`config.mk`:
```
export PLATFORM = sky130hd
export DESIGN_NAME = cpu_step_ctrl
export DESIGN_NICKNAME = d
export VERILOG_FILES = /design/src/rtl/cpu_step_pkg.sv /design/src/rtl/key_debounce.sv /design/src/rtl/cpu_step_ctrl.sv
export SDC_FILE = /design/constraint.sdc
export NUM_CORES = 1
export LEC_CHECK = 0
export CORE_UTILIZATION = 35
export DETAILED_ROUTE_END_ITERATION = 12
export PLACE_DENSITY = 0.54
export RECOVER_POWER = 100
export SYNTH_ARGS = -nofsm -noshare
export SYNTH_HDL_FRONTEND = slang
export SYNTH_HIERARCHICAL = 1
export SYNTH_SLANG_ARGS = --single-unit
```
`constraint.sdc`:
```
create_clock -name clk -period 6.45 [get_ports clk]
set_input_delay 1.935 -clock clk [delete_from_list [all_inputs] [get_ports clk]]
set_output_delay 1.935 -clock clk [all_outputs]
set_load 0.01 [all_outputs]
```
`src/rtl/cpu_step_pkg.sv`:
```
// Shared types and constants for the CPU step/run clock-enable controller.
package cpu_step_pkg;

  typedef enum logic {
    ST_STEP = 1'b0,
    ST_RUN  = 1'b1
  } state_t;

  localparam int unsigned DEF_DEBOUNCE_CYCLES = 250000;
  localparam int unsigned DEF_RUN_DIV         = 5000000;

  // Bits needed for a counter holding 0..n-1 (at least one bit).
  function automatic int unsigned cnt_w(input int unsigned n);
    return (n <= 2) ? 1 : int'($clog2(n));
  endfunction

endpackage

```
`src/rtl/key_debounce.sv`:
```
// Two-flop synchronizer plus level debounce for one active-low key;
// emits a one-cycle press pulse on an accepted 1->0 transition.
module key_debounce
  import cpu_step_pkg::*;
#(
  parameter int unsigned DEBOUNCE_CYCLES = DEF_DEBOUNCE_CYCLES
) (
  input  logic clk,
  input  logic reset_n,
  input  logic key_n,
  output logic press
);

  localparam int unsigned DB_W = cnt_w(DEBOUNCE_CYCLES);
  localparam logic [DB_W-1:0] CNT_MAX = DB_W'(DEBOUNCE_CYCLES - 1);

  logic [1:0]      sync;
  logic            stable;
  logic [DB_W-1:0] cnt;

  // Synchronizer and debounce counter preset to the released level.
  always_ff @(posedge clk or negedge reset_n) begin
    if (!reset_n) begin
      sync   <= 2'b11;
      stable <= 1'b1;
      cnt    <= '0;
      press  <= 1'b0;
    end else begin
      sync  <= {sync[0], key_n};
      press <= 1'b0;
      if (sync[1] == stable) begin
        cnt <= '0;
      end else if (cnt == CNT_MAX) begin
        stable <= sync[1];
        cnt    <= '0;
        press  <= ~sync[1];
      end else begin
        cnt <= cnt + DB_W'(1);
      end
    end
  end

endmodule

```
`src/rtl/cpu_step_ctrl.sv`:
```
// CPU advance-enable generator: manual single-step or free-running at
// RUN_DIV cycles per pulse, all in the single clk domain.
module cpu_step_ctrl
  import cpu_step_pkg::*;
#(
  parameter int unsigned DEBOUNCE_CYCLES = DEF_DEBOUNCE_CYCLES,
  parameter int unsigned RUN_DIV         = DEF_RUN_DIV,
  parameter int unsigned CNT_W           = 16
) (
  input  logic             clk,
  input  logic             reset_n,
  input  logic             key_step_n,
  input  logic             key_run_n,
  input  logic             halt_i,
  output logic             cpu_en,
  output logic             run_mode,
  output logic [CNT_W-1:0] step_cnt
);

  localparam int unsigned PS_W = cnt_w(RUN_DIV);
  localparam logic [PS_W-1:0] PS_MAX = PS_W'(RUN_DIV - 1);

  logic step_press;
  logic run_press;

  state_t          state;
  state_t          state_nxt;
  logic [PS_W-1:0] presc;
  logic [PS_W-1:0] presc_nxt;
  logic            en_nxt;

  key_debounce #(.DEBOUNCE_CYCLES(DEBOUNCE_CYCLES)) u_step_key (
    .clk     (clk),
    .reset_n (reset_n),
    .key_n   (key_step_n),
    .press   (step_press)
  );

  key_debounce #(.DEBOUNCE_CYCLES(DEBOUNCE_CYCLES)) u_run_key (
    .clk     (clk),
    .reset_n (reset_n),
    .key_n   (key_run_n),
    .press   (run_press)
  );

  // State, prescaler and registered outputs.
  always_ff @(posedge clk or negedge reset_n) begin
    if (!reset_n) begin
      state    <= ST_STEP;
      presc    <= '0;
      cpu_en   <= 1'b0;
      run_mode <= 1'b0;
      step_cnt <= '0;
    end else begin
      state    <= state_nxt;
      presc    <= presc_nxt;
      cpu_en   <= en_nxt;
      run_mode <= (state_nxt == ST_RUN);
      step_cnt <= step_cnt + CNT_W'(en_nxt);
    end
  end

  // Next state; a run press outranks a step press, halt blocks everything.
  always_comb begin
    state_nxt = state;
    presc_nxt = presc;
    en_nxt    = 1'b0;
    case (state)
      ST_STEP: begin
        if (!halt_i) begin
          if (run_press) begin
            state_nxt = ST_RUN;
            presc_nxt = '0;
          end else if (step_press && !cpu_en) begin
            en_nxt = 1'b1;
          end
        end
      end
      ST_RUN: begin
        presc_nxt = (presc == PS_MAX) ? '0 : presc + PS_W'(1);
        if (halt_i) begin
          state_nxt = ST_STEP;
        end else begin
          en_nxt = (presc == PS_MAX);
          if (run_press) state_nxt = ST_STEP;
        end
      end
      default: state_nxt = ST_STEP;
    endcase
  end

endmodule
```
# Word level (Yosys, flattened, before mapping)
# Index checks and enable logic that the tools add are counted.
# classes
add_sub_neg,4
eq_ne,7
n_mux,22
bitwise,5
n_reduce_logical,5
# ops
op,count
2-to-1 mux 18 bit,4
2-to-1 mux 23 bit,3
case mux 23 bit (2 select lines),1
adder 18 x 1 -> 18 bit (second input constant),2
equality test 18 bit (second input constant),2
adder 23 x 1 -> 23 bit (second input constant),1
equality test 23 bit (second input constant),1
adder 16 x 1 -> 16 bit,1
2-to-1 mux 1 bit,12
AND reduction 2 bit,3
NOT 1 bit,5
case mux 1 bit (2 select lines),2
equality test 1 bit,2
!= test 2 x 1 -> 1 bit (second input constant),1
!= test 2 bit (second input constant),1
logical AND 1 bit,1
logical NOT 1 bit,1
# totals
ff_bits,85
output_inout_bits,18

# Logic depth before layout (Yosys ltp)
# logic_depth
word_depth,7
mapped_depth,10
mapped_depth_nobuf,10

# Cells and area by module
# The synthesis kept the hierarchy.
# modules_own_cells
module,instances,cells_per_inst,area_each_um2
cpu_step_ctrl,1,217,2137.0
key_debounce,2,100,1059.8

# Worst setup path before layout
# OpenSTA, ideal clock, no wires.
# synth_timing
kind,input-to-reg
start,input halt_i
end,register step_cnt[10]
setup_ps,125
arrival_ps,2959
t_required_ps,6325
slack_ps,3366
path_stages,6
n_path_buf,0
cell_sequence,a21oi_1 ha_1 ha_1 and3_1 nand4_1 xnor2_1
# synth_via
elab_chain_cells,3
word_cells_on_any_way,4
# synth_rtl
item,line_no,source
start: declaration,cpu_step_ctrl.sv:14,"input logic halt_i,"
"2-to-1 mux 1 bit, on equally long branches","cpu_step_ctrl.sv:81, cpu_step_ctrl.sv:70",
case mux 1 bit (2 select lines) (*),cpu_step_ctrl.sv:68,case (state)
adder 16 x 1 -> 16 bit (*),cpu_step_ctrl.sv:59,step_cnt <= step_cnt + CNT_W'(en_nxt);
end signal: assignment,cpu_step_ctrl.sv:59,
end: declaration,cpu_step_ctrl.sv:17,output logic [CNT_W-1:0] step_cnt
# Every way passes the cells marked *; elsewhere a longest branch is shown, timed or not.
# A chain may end at the register's enable or synchronous reset.

# Worst setup path in the final report
# layout_timing
start,register u_step_key.cnt[1]
end,register u_step_key.cnt[16]
# layout_via
elab_chain_cells,3
word_cells_on_any_way,4
# layout_rtl
item,line_no,source
start: declaration,key_debounce.sv:19,logic [DB_W-1:0] cnt;
start signal: assignment,key_debounce.sv:38,cnt <= cnt + DB_W'(1);
adder 18 x 1 -> 18 bit or equality test 18 bit (tied branches),"key_debounce.sv:38, key_debounce.sv:33",
2-to-1 mux 18 bit (*),key_debounce.sv:33,end else if (cnt == CNT_MAX) begin
2-to-1 mux 18 bit (*),key_debounce.sv:31,if (sync[1] == stable) begin
# Marked as above.

==> flow_metrics.py <==
metrics = {
    "run_status": {
        "status": "finished with violations",
        "violations": "design-rule violations, max-capacitance violations, max-slew violations",
    },
    "place": {
        "dp_slack_ps": 2700,
        "port-buffer-count": 22,
        "routabilityCongestion": 0.797,
        "dpl.hpwl_mm": 5.51,
    },
    "cells_and_area": {
        "areaGrowthSynthToFinish_pct": 13.6,
        "drive_gt1_frac": 0.0854,
        "antennaDiodeCount": 0,
        "multiInputGateArea_mm2": 0.00195,
        "fillers": 1119,
        "fin_nets": 450,
        "register_area_mm2": 0.00213,
    },
    "logic_synthesis": {
        "ys_ff_latch": 85,
        "synth_compound_area_frac": 0.102,
        "syn_area_per_cell_um2": 10.2,
        "syn-num-nets": 427,
        "synth_xor_xnor_area_share": 0.0947,
        "yosys.area_share.simple": 0.253,
        "synth-main-ff-cell": "dfrtp_1",
        "async_reset_ff_frac": 1.00,
        "muxShareOfSynthArea": 0.00705,
        "mappedNetlistArea_mm2": 0.00426,
        "yosys-top-cells-count": "dfrtp_1, nor2_1, xnor2_1",
        "synth_most_common_cell": "dfrtp_1",
        "ys_types": 57,
        "synth_top_family_by_area": "simple AND/OR/NAND/NOR gates",
        "synth-edff-count": 0,
        "synth-adder-area-share": 0.0147,
        "ys_warn_count": 6,
        "yosys.area.top_type": "dfrtp_1",
        "syn_inst": 417,
        "synth.top_cell.area_share": 0.464,
        "synth_area_leaders": "dfrtp_1, xnor2_1, dfstp_2",
        "ys_seq_area_frac": 0.501,
    },
    "worst_setup_path": {
        "worst-path-buf-inv": 0,
        "critical_path_peak_fanout": 17,
        "rrSetupSlack_ps": 2800,
        "startpoint_type": "flip-flop",
        "critPathKind": "reg2reg",
        "crit_slowest_cell": "o41ai_1",
        "path_delay_family": "compound AO/OA/AOI/OAI gates",
        "worstPathCellList": "ha_1, nand4_1, o41ai_1, nor2_1",
        "cp.required_ps": 6550,
        "crit_path_end_kind": "flip-flop",
        "arrival_ps": 3750,
        "critPathMaxStageDelay_ps": 2300,
    },
    "global_routing": {
        "overflow": 0,
        "grt_pass1_vias": 3053,
        "grt_pass1_wl_mm": 14.9,
        "track_usage": 0.146,
        "antenna_found_initial": 0,
        "grt_max_degree": 86,
    },
    "hold_path": {
        "hp-class": "reg2reg",
    },
    "routing": {
        "drt_iter0_drc": 231,
        "wire_per_inst_um": 14.2,
        "dr.pass1.iters": 8,
        "viasPerCell": 5.32,
        "ant_nets": 0,
        "vias": 3129,
        "drc": 3,
        "drt-total-wl_mm": 8.36,
    },
    "floorplan": {
        "core-area_mm2": 0.0116,
        "fp.dieW_um": 112,
        "ios": 23,
        "dieArea_mm2": 0.0126,
        "placementRows": 39,
        "die_h_um": 112,
        "initial_core_util": 0.367,
    },
    "clock_tree": {
        "postCtsHoldBufs": 0,
        "cts_buffer_depth": 2,
        "cts_resized": 0,
        "cts_tree": "yes",
        "numCtsBuffers": 9,
        "cts_num_sinks": 85,
        "root_buffer": "clkbuf_16",
        "worstSkewPairLatency_ps": 330,
        "cts_setup_buffers": 0,
        "cts.clk_slew.worst_paths_ps": 60,
        "h-tree-depth": 3,
    },
    "pwr": {
        "p_leak_nw": 2.01,
        "ir_drop_v": 0.000132,
        "p_per_area_mw_per_mm2": 241,
    },
    "sta": {
        "setup_ws_ps": 2800,
        "rsz0062_at_grt": "no",
        "setup_violations": 0,
        "post-route-period-util": 0.565,
        "fmax_ghz": 0.274,
        "clock_skew_ps": 10.7,
        "timing.final.max_slew_violations": 122,
        "fin_crit_ps": 3650,
        "timing_worst_slew_pin_value_ps": 2730,
        "finalSetupTns_ps": 0,
        "max_slew_margin": -0.846,
        "hold_viol_final": 0,
        "hold_ws_ps": 359,
    },
    "run": {
        "maxCapViolCount": 3,
    },
}
[state kept, by name, summed over array words and instances, names as in the netlist, 2 cells and up]
| signal | flops |
|---|---|
| u_step_key/sync | 2 |
| u_run_key/sync | 2 |
| step_cnt | 16 |
| presc | 23 |
| u_run_key/cnt | 18 |
| u_step_key/cnt | 18 |
[cell type report]
type                    instances  area share
clock buffers                  10      0.0494
clock inverters                 6      0.0148
inverters                      11     0.00854
multi-input cells             310       0.403
flip-flops and latches         85       0.442
well taps                     143      0.0370
repair buffers                 23      0.0453
[through the flow]
step / cell area [µm²] / util / std cells / total power, mW
floorplan: 4260 / - / 417 / 0.624
global placement: 4590 / 0.395 / 572 / 0.648
detailed placement: 4590 / 0.395 / 572 / 0.650
CTS: 4900 / 0.422 / 588 / 1.19
global route: 4830 / 0.416 / 588 / 1.22
finish: 4830 / 0.416 / 588 / 1.17
[report_power, final]
part / internal, mW / switching (mW) / total (mW)
clock network: 0.313 / 0.216 / 0.529
logic: 0.0213 / 0.0353 / 0.0565
registers: 0.555 / 0.0264 / 0.581
total: 0.889 / 0.278 / 1.17
[per-layer routing]
| layer | track usage | vias to the layer above | share of wire | wire [µm] |
|---|---|---|---|---|
| li1 | - | 1566 | - | - |
| met1 | 0.210 | 1506 | 0.52 | 4330 |
| met2 | 0.219 | 49 | 0.44 | 3640 |
| met3 | 0.0335 | 8 | 0.038 | 321 |
| met4 | 0.0453 | 0 | 0.0086 | 72 |
| met5 | 0 | - | 0 | 0 |
[layout by cell type, fill, tap and decap left out, drive strengths merged, types with 3 or more instances in the layout]
cell type and count:
dlygate4sd3 21, or3 7, or4 6, nand3 33, a21oi 19, a21o 4
xor2 13, ha 5, a31oi 9, xnor2 33, and3 12, clkbuf 12
o41ai 3, nand2 32, nor2 42, nor4 16, o21ai 17, nand4 21
dfrtp 79, inv 12, nor3 7, dfstp 6, and4 4
[path summary, 6_finish.rpt]
kind | from | end | cells after the start
hold reg to reg | u_run_key/sync[0]$_DFF_PN1_ | u_run_key/sync[1]$_DFF_PN1_ | 0
hold / removal | u_run_key/sync[0]$_DFF_PN1_ | u_run_key/sync[1]$_DFF_PN1_ | 0
max in group asynchronous | reset_n | presc[9]$_DFFE_PN0P_ | 1
setup / recovery | u_step_key/cnt[1]$_DFF_PN0_ | u_step_key/cnt[16]$_DFF_PN0_ | 4
min in group asynchronous | reset_n | presc[12]$_DFFE_PN0P_ | 1
setup reg to reg | u_step_key/cnt[1]$_DFF_PN0_ | u_step_key/cnt[16]$_DFF_PN0_ | 4
[kinds of logic (layout without fill, tap and decap cells)]
| kind of cell | Yosys count | count (layout) |
|---|---|---|
| and+or+nand+nor | 193 | 193 |
| DFF | 85 | 85 |
| AOI/OAI and AO/OA | 64 | 64 |
| xor gates and xnor gates | 46 | 46 |
| buffers and inverters | 22 | 50 |
| adders and majority gates | 5 | 5 |
| muxes | 2 | 2 |
[worst reg2reg max path: cells and delay by family (launching register included)]
| family | cells | cell delay [ps] |
|---|---|---|
| compound gates | 1 | 2300 |
| simple gates | 2 | 480 |
| flops | 1 | 400 |
| fa+ha+maj | 1 | 240 |
Note: power is estimated with default switching activity, not from simulation.
